`src/rtl/multdiv_pkg.sv`:
```
// Shared definitions for the multiply/divide issue block: FSM states,
// operation encoding and default sizing.
package multdiv_pkg;

  localparam int DEF_WIDTH   = 32;
  localparam int DEF_TAG_W   = 5;
  localparam int DEF_TIMEOUT = 40;

  localparam logic OP_MULT = 1'b0;
  localparam logic OP_DIV  = 1'b1;

  typedef enum logic [1:0] {
    IDLE   = 2'd0,
    LAUNCH = 2'd1,
    WAIT   = 2'd2,
    DONE   = 2'd3
  } mdState_t;

  // Counter width able to hold every value 0..timeout without wrapping.
  function automatic int cntWidth(input int timeout);
    return $clog2(timeout + 1);
  endfunction

endpackage

```
`src/rtl/multdiv_watchdog.sv`:
```
// Wait-cycle counter for an outstanding multdiv operation. The count is 0 on
// the first enabled cycle, climbs once per enabled cycle and saturates
// instead of wrapping; expired marks the last allowed wait cycle.
module multdiv_watchdog
  import multdiv_pkg::*;
#(
  parameter int TIMEOUT = DEF_TIMEOUT
) (
  input  logic clock,
  input  logic reset_n,
  input  logic clear,
  input  logic enable,
  output logic expired
);

  localparam int CNT_W = cntWidth(TIMEOUT);
  localparam logic [CNT_W-1:0] LAST = CNT_W'(TIMEOUT - 1);
  localparam logic [CNT_W-1:0] CAP  = CNT_W'(TIMEOUT);

  logic [CNT_W-1:0] count;

  // Count wait cycles; clear wins over enable, and the count parks at CAP.
  always_ff @(posedge clock or negedge reset_n) begin
    if (!reset_n) begin
      count <= '0;
    end else if (clear) begin
      count <= '0;
    end else if (enable && (count != CAP)) begin
      count <= count + CNT_W'(1);
    end
  end

  assign expired = enable && (count == LAST);

endmodule

```
`src/rtl/multdiv_issue.sv`:
```
// Issue/writeback wrapper around a multi-cycle multiply/divide unit: accepts
// one request, fires a single start pulse, waits for completion (or a
// watchdog timeout) and holds the response until the writeback side takes it.
module multdiv_issue
  import multdiv_pkg::*;
#(
  parameter int WIDTH   = DEF_WIDTH,
  parameter int TAG_W   = DEF_TAG_W,
  parameter int TIMEOUT = DEF_TIMEOUT
) (
  input  logic             clock,
  input  logic             reset_n,
  input  logic             req_valid,
  output logic             req_ready,
  input  logic             req_op,
  input  logic [WIDTH-1:0] req_a,
  input  logic [WIDTH-1:0] req_b,
  input  logic [TAG_W-1:0] req_tag,
  output logic             ctrl_MULT,
  output logic             ctrl_DIV,
  output logic [WIDTH-1:0] data_operandA,
  output logic [WIDTH-1:0] data_operandB,
  input  logic [WIDTH-1:0] data_result,
  input  logic             data_exception,
  input  logic             data_resultRDY,
  output logic             rsp_valid,
  input  logic             rsp_ready,
  output logic [WIDTH-1:0] rsp_result,
  output logic             rsp_exception,
  output logic             rsp_timeout,
  output logic [TAG_W-1:0] rsp_tag,
  output logic             stall,
  output logic             spurious_rdy
);

  mdState_t state, stateNext;

  logic             capReq;
  logic             expired;
  logic             inWait;
  logic             holdOperands;

  // Captured request and response. These are plain data registers without
  // reset: every output that exposes them is qualified by the FSM state,
  // so stale contents never reach the ports.
  logic             opQ;
  logic [WIDTH-1:0] aQ;
  logic [WIDTH-1:0] bQ;
  logic [TAG_W-1:0] tagQ;
  logic [WIDTH-1:0] resQ;
  logic             excQ;
  logic             toQ;
  logic             spuriousQ;

  assign inWait       = (state == WAIT);
  assign holdOperands = (state == LAUNCH) || inWait;

  multdiv_watchdog #(
    .TIMEOUT (TIMEOUT)
  ) uWatchdog (
    .clock   (clock),
    .reset_n (reset_n),
    .clear   (!inWait),
    .enable  (inWait),
    .expired (expired)
  );

  // FSM state register.
  always_ff @(posedge clock or negedge reset_n) begin
    if (!reset_n) begin
      state <= IDLE;
    end else begin
      state <= stateNext;
    end
  end

  // Next-state and handshake decode.
  always_comb begin
    stateNext = state;
    req_ready = 1'b0;
    rsp_valid = 1'b0;
    stall     = 1'b0;
    capReq    = 1'b0;
    case (state)
      IDLE: begin
        req_ready = 1'b1;
        if (req_valid) begin
          capReq    = 1'b1;
          stateNext = LAUNCH;
        end
      end
      LAUNCH: begin
        // Any data_resultRDY seen here belongs to nothing we launched.
        stall     = 1'b1;
        stateNext = WAIT;
      end
      WAIT: begin
        stall = 1'b1;
        if (data_resultRDY || expired) begin
          stateNext = DONE;
        end
      end
      DONE: begin
        rsp_valid = 1'b1;
        stall     = !rsp_ready;
        if (rsp_ready) begin
          // Response retires this cycle, so a new request can slip in.
          req_ready = 1'b1;
          if (req_valid) begin
            capReq    = 1'b1;
            stateNext = LAUNCH;
          end else begin
            stateNext = IDLE;
          end
        end
      end
      default: begin
        stateNext = IDLE;
      end
    endcase
  end

  // Request and response capture; a real result beats a same-cycle timeout.
  always_ff @(posedge clock) begin
    if (capReq) begin
      opQ  <= req_op;
      aQ   <= req_a;
      bQ   <= req_b;
      tagQ <= req_tag;
    end
    if (inWait) begin
      if (data_resultRDY) begin
        resQ <= data_result;
        excQ <= data_exception;
        toQ  <= 1'b0;
      end else if (expired) begin
        resQ <= '0;
        excQ <= 1'b1;
        toQ  <= 1'b1;
      end
    end
  end

  // Sticky flag for completions arriving when nothing is outstanding.
  always_ff @(posedge clock or negedge reset_n) begin
    if (!reset_n) begin
      spuriousQ <= 1'b0;
    end else if (data_resultRDY && ((state == IDLE) || (state == DONE))) begin
      spuriousQ <= 1'b1;
    end
  end

  // Start pulses come straight from the state so reset removes them at once.
  assign ctrl_MULT = (state == LAUNCH) && (opQ == OP_MULT);
  assign ctrl_DIV  = (state == LAUNCH) && (opQ == OP_DIV);

  assign data_operandA = holdOperands ? aQ : '0;
  assign data_operandB = holdOperands ? bQ : '0;

  assign rsp_result    = rsp_valid ? resQ : '0;
  assign rsp_exception = rsp_valid ? excQ : 1'b0;
  assign rsp_timeout   = rsp_valid ? toQ  : 1'b0;
  assign rsp_tag       = rsp_valid ? tagQ : '0;

  assign spurious_rdy  = spuriousQ;

endmodule

```
`config.mk`:
```
export PLATFORM = sky130hd
export DESIGN_NAME = multdiv_issue
export DESIGN_NICKNAME = d
export VERILOG_FILES = /design/src/rtl/multdiv_pkg.sv /design/src/rtl/multdiv_watchdog.sv /design/src/rtl/multdiv_issue.sv
export SDC_FILE = /design/constraint.sdc
export NUM_CORES = 1
export LEC_CHECK = 0
export CELL_PAD_IN_SITES_DETAIL_PLACEMENT = 0
export CELL_PAD_IN_SITES_GLOBAL_PLACEMENT = 1
export CORE_MARGIN = 8
export CORE_UTILIZATION = 32
export CTS_CLUSTER_SIZE = 30
export DETAILED_ROUTE_END_ITERATION = 6
export GPL_TIMING_DRIVEN = 0
export HOLD_SLACK_MARGIN = 0.08
export PLACE_DENSITY = 0.86
export SLEW_MARGIN = 5
export SYNTH_ARGS = -nofsm -noshare
export SYNTH_HDL_FRONTEND = slang
export SYNTH_HIERARCHICAL = 1
export SYNTH_SLANG_ARGS = --single-unit
```
`constraint.sdc`:
```
create_clock -name clock -period 7.45 [get_ports clock]
set_input_delay 1.49 -clock clock [delete_from_list [all_inputs] [get_ports clock]]
set_output_delay 1.49 -clock clock [all_outputs]
set_load 0.02 [all_outputs]
```
==> reports/qor.csv <==
stage;metric;value;unit
status;status;finished clean;
yosys;syn_nets;442;
pwr;post-route total power;3.35;mW
final_layout;Area Overhead vs Synth;65.1;%
critical_path;Critical Path Source Type;primary input;
detailed_routing;routed vias;3349;
job;MaxCap Viol Count;0;
cts;Post-CTS Hold Fix Bufs;0;
pwr;Max rail drop VDD;260;µV
detailed_routing;drt drc;0;
timing;final setup TNS;0;ns
yosys;Synth Cell Area;4730;µm²
hold_path;HP Class;register to register;
critical_path;CP Max Fanout;3;
cts;worst skew pair latency;0.41;ns
critical_path;FF-to-FF End;bQ[31];
cts;CTS tree;done;
placed_design;Final Wtd Congestion;0.746;
placed_design;dpl ws;2.92;ns
detailed_routing;drt first pass iters;4;
yosys;post-synthesis register bit count;113;
timing;clock skew;0.00533;ns
timing;worst slew pin tran;0.633;ns
final_layout;diodes inserted;0;
placed_design;placed cells;733;
yosys;Gate Count Post-Synth;326;
timing;setup ws final;2.92;ns
critical_path;Setup CP Type;primary input to output pin;
cts;root buf cell;clkbuf_16;
final_layout;layout cells sized above 1;0.0861;
pwr;Leak Pwr;2.83;nW
yosys;Mapped Avg Cell Area;14.5;µm²
yosys;area share of the largest cell type after synthesis;0.660;
timing;RSZ-0062 raised after global routing;no;
final_layout;Layout Cells excl Fill;765;
critical_path;Critical Path AT;3.04;ns
timing;final setup fails;0;
grt;pin count of the biggest net entering global routing;35;
cts;Sink Count;113;
yosys;post-synth top area cell;edfxtp_1;
yosys;Unique masters post-synth;39;
yosys;sequential share of the synthesized area;0.707;
detailed_routing;WL/cell;17.4;µm
cts;H-tree depth;4;
timing;relative slew slack;0.578;
critical_path;cells along the critical path;clkdlybuf4s50_1, and2b_4, nor2_1, nor2_1, clkdlybuf4s50_1;
timing;hold slack;0.530;ns
yosys;post-synthesis async set-or-reset flop share;0.0796;
floorplan;Ports;217;
floorplan;Site Rows;44;
critical_path;Worst Reg2Reg Path Length in Cells;7;
cts;post-CTS setup-driven buffer insertion count;0;
grt;first-pass GRT wire length;20200;µm
timing;fmax;0.221;GHz
timing;minimum clock period;4.53;ns
detailed_routing;antenna viol nets, final;0;
pwr;Power Density;429;nW/µm²
yosys;number of flops mapped to enable cells by yosys;104;
detailed_routing;via/cell ratio;4.38;
cts;Num CTS Buffers;17;
floorplan;Die Y;138;µm
critical_path;reg2reg setup slack;4.64;ns
floorplan;die area;18900;µm²
placed_design;Final HPWL DP;10200;µm
detailed_routing;Initial DRC Count;159;
yosys;count leader, synth;and2_1;
critical_path;slowest CP cell;clkdlybuf4s50_1;
cts;CTS clk-pin slew, worst paths;0.05;ns
detailed_routing;final WL;13300;µm
cts;post_cts resized;0;
timing;period utilisation layout;0.607;
placed_design;# port buffers;216;
grt;vias in the first global route;3662;
yosys;synth cell count leaders;and2_1, edfxtp_1, clkbuf_1, dfrtp_1;
critical_path;max incr delay on CP;0.65;ns
timing;Max Slew Vio Count;0;
grt;Congestion Overflow GR;0;
cts;Clock Path Buffers;2;
floorplan;core area;14500;µm²
yosys;largest cells by area after synthesis;edfxtp_1, and2_1, dfrtp_1;
critical_path;crit end category;output pin;
yosys;Synth Warn #;6;
critical_path;Critical Path End;stall;
final_layout;nets@finish;684;
floorplan;die span in x;138;µm
grt;gr usage total;0.144;
timing;Final Hold Fails;0;
floorplan;Initial Utilization;0.327;
critical_path;CP Launch Point;rsp_ready;
critical_path;CP required;5.96;ns
critical_path;r2r startpoint;state[0];
grt;initial antenna violation count;0;
yosys;Synth Flop Type;edfxtp_1;
[critical path, delay by kind of cell]
family	cells	cell delay [ns]
simple gates	3	0.44
buf+inv	2	1.09
[metrics by stage]
step                      instance area [µm²]   util
after floorplan                          4730      -
after global placement                   7130  0.492
after detailed placement                 7220  0.498
after CTS                                7820  0.540
after global routing                     7820  0.540
final                                    7820  0.540
[flip-flops by register name (all words and copies together) (netlist names)]
name	cells
uWatchdog/count	6
excQ	1
bQ	32
toQ	1
tagQ	5
opQ	1
spurious_rdy	1
state	2
resQ	32
aQ	32
[cell families (layout without fill, tap and decap cells)]
kind of cell / Yosys count / after routing / share of synthesized area
AOI/OAI and AO/OA: 11 / 11 / 0.0193
xor gates and xnor gates: 2 / 2 / 0.00370
adders and majority gates: 8 / 8 / 0.0211
buffers and inverters: 24 / 279 / 0.0209
DFF: 113 / 113 / 0.707
muxes: 2 / 2 / 0.00528
and+or+nand+nor: 166 / 166 / 0.223
[layout make-up]
cell class	count	area (µm²)
inverter	8	30.0
tap	184	230
multi-input combinational	189	1300
timing repair buffer	223	2240
sequential	113	3350
fill	1201	6660
buffer	16	68.8
clock inverter	13	168
clock buffer	19	433
[layer usage]
layer | share of wire | global-route usage | up-vias
li1 | - | - | 1601
met1 | 0.38 | 0.151 | 1570
met2 | 0.49 | 0.233 | 161
met3 | 0.11 | 0.0813 | 17
met4 | 0.018 | 0.0610 | 0
met5 | 0 | 0 | -
[how the worst min path moves through the flow]
| stage | startpoint | to | slack, ns | cells after the start |
|---|---|---|---|---|
| after floorplan | uWatchdog/count[5] | uWatchdog/count[5] | 0.54 | 2 |
| after global placement | spurious_rdy | spurious_rdy | 0.47 | 1 |
| after detailed placement | spurious_rdy | spurious_rdy | 0.52 | 1 |
| after CTS | spurious_rdy | spurious_rdy | 0.53 | 1 |
| after global routing | spurious_rdy | spurious_rdy | 0.57 | 1 |
| final | spurious_rdy | spurious_rdy | 0.53 | 1 |
[cell usage in the layout (no fill, tap or decap), types with 5 or more instances in the layout]
| cell type | netlist | routed |
|---|---|---|
| ha_1 | 8 | 8 |
| clkbuf_1 | 9 | 11 |
| edfxtp_1 | 104 | 104 |
| inv_1 | 8 | 8 |
| clkbuf_16 | 0 | 17 |
| buf_2 | 5 | 5 |
| and2_1 | 136 | 136 |
| nor2_1 | 7 | 6 |
| clkdlybuf4s50_1 | 0 | 216 |
| dfrtp_1 | 9 | 9 |
[power breakdown]
group | internal [mW] | switching, mW
Clock | 0.553 | 0.272
Sequential | 0.847 | 0.0313
Combinational | 0.757 | 0.892
No activity file was read; power rests on OpenSTA's default activity.
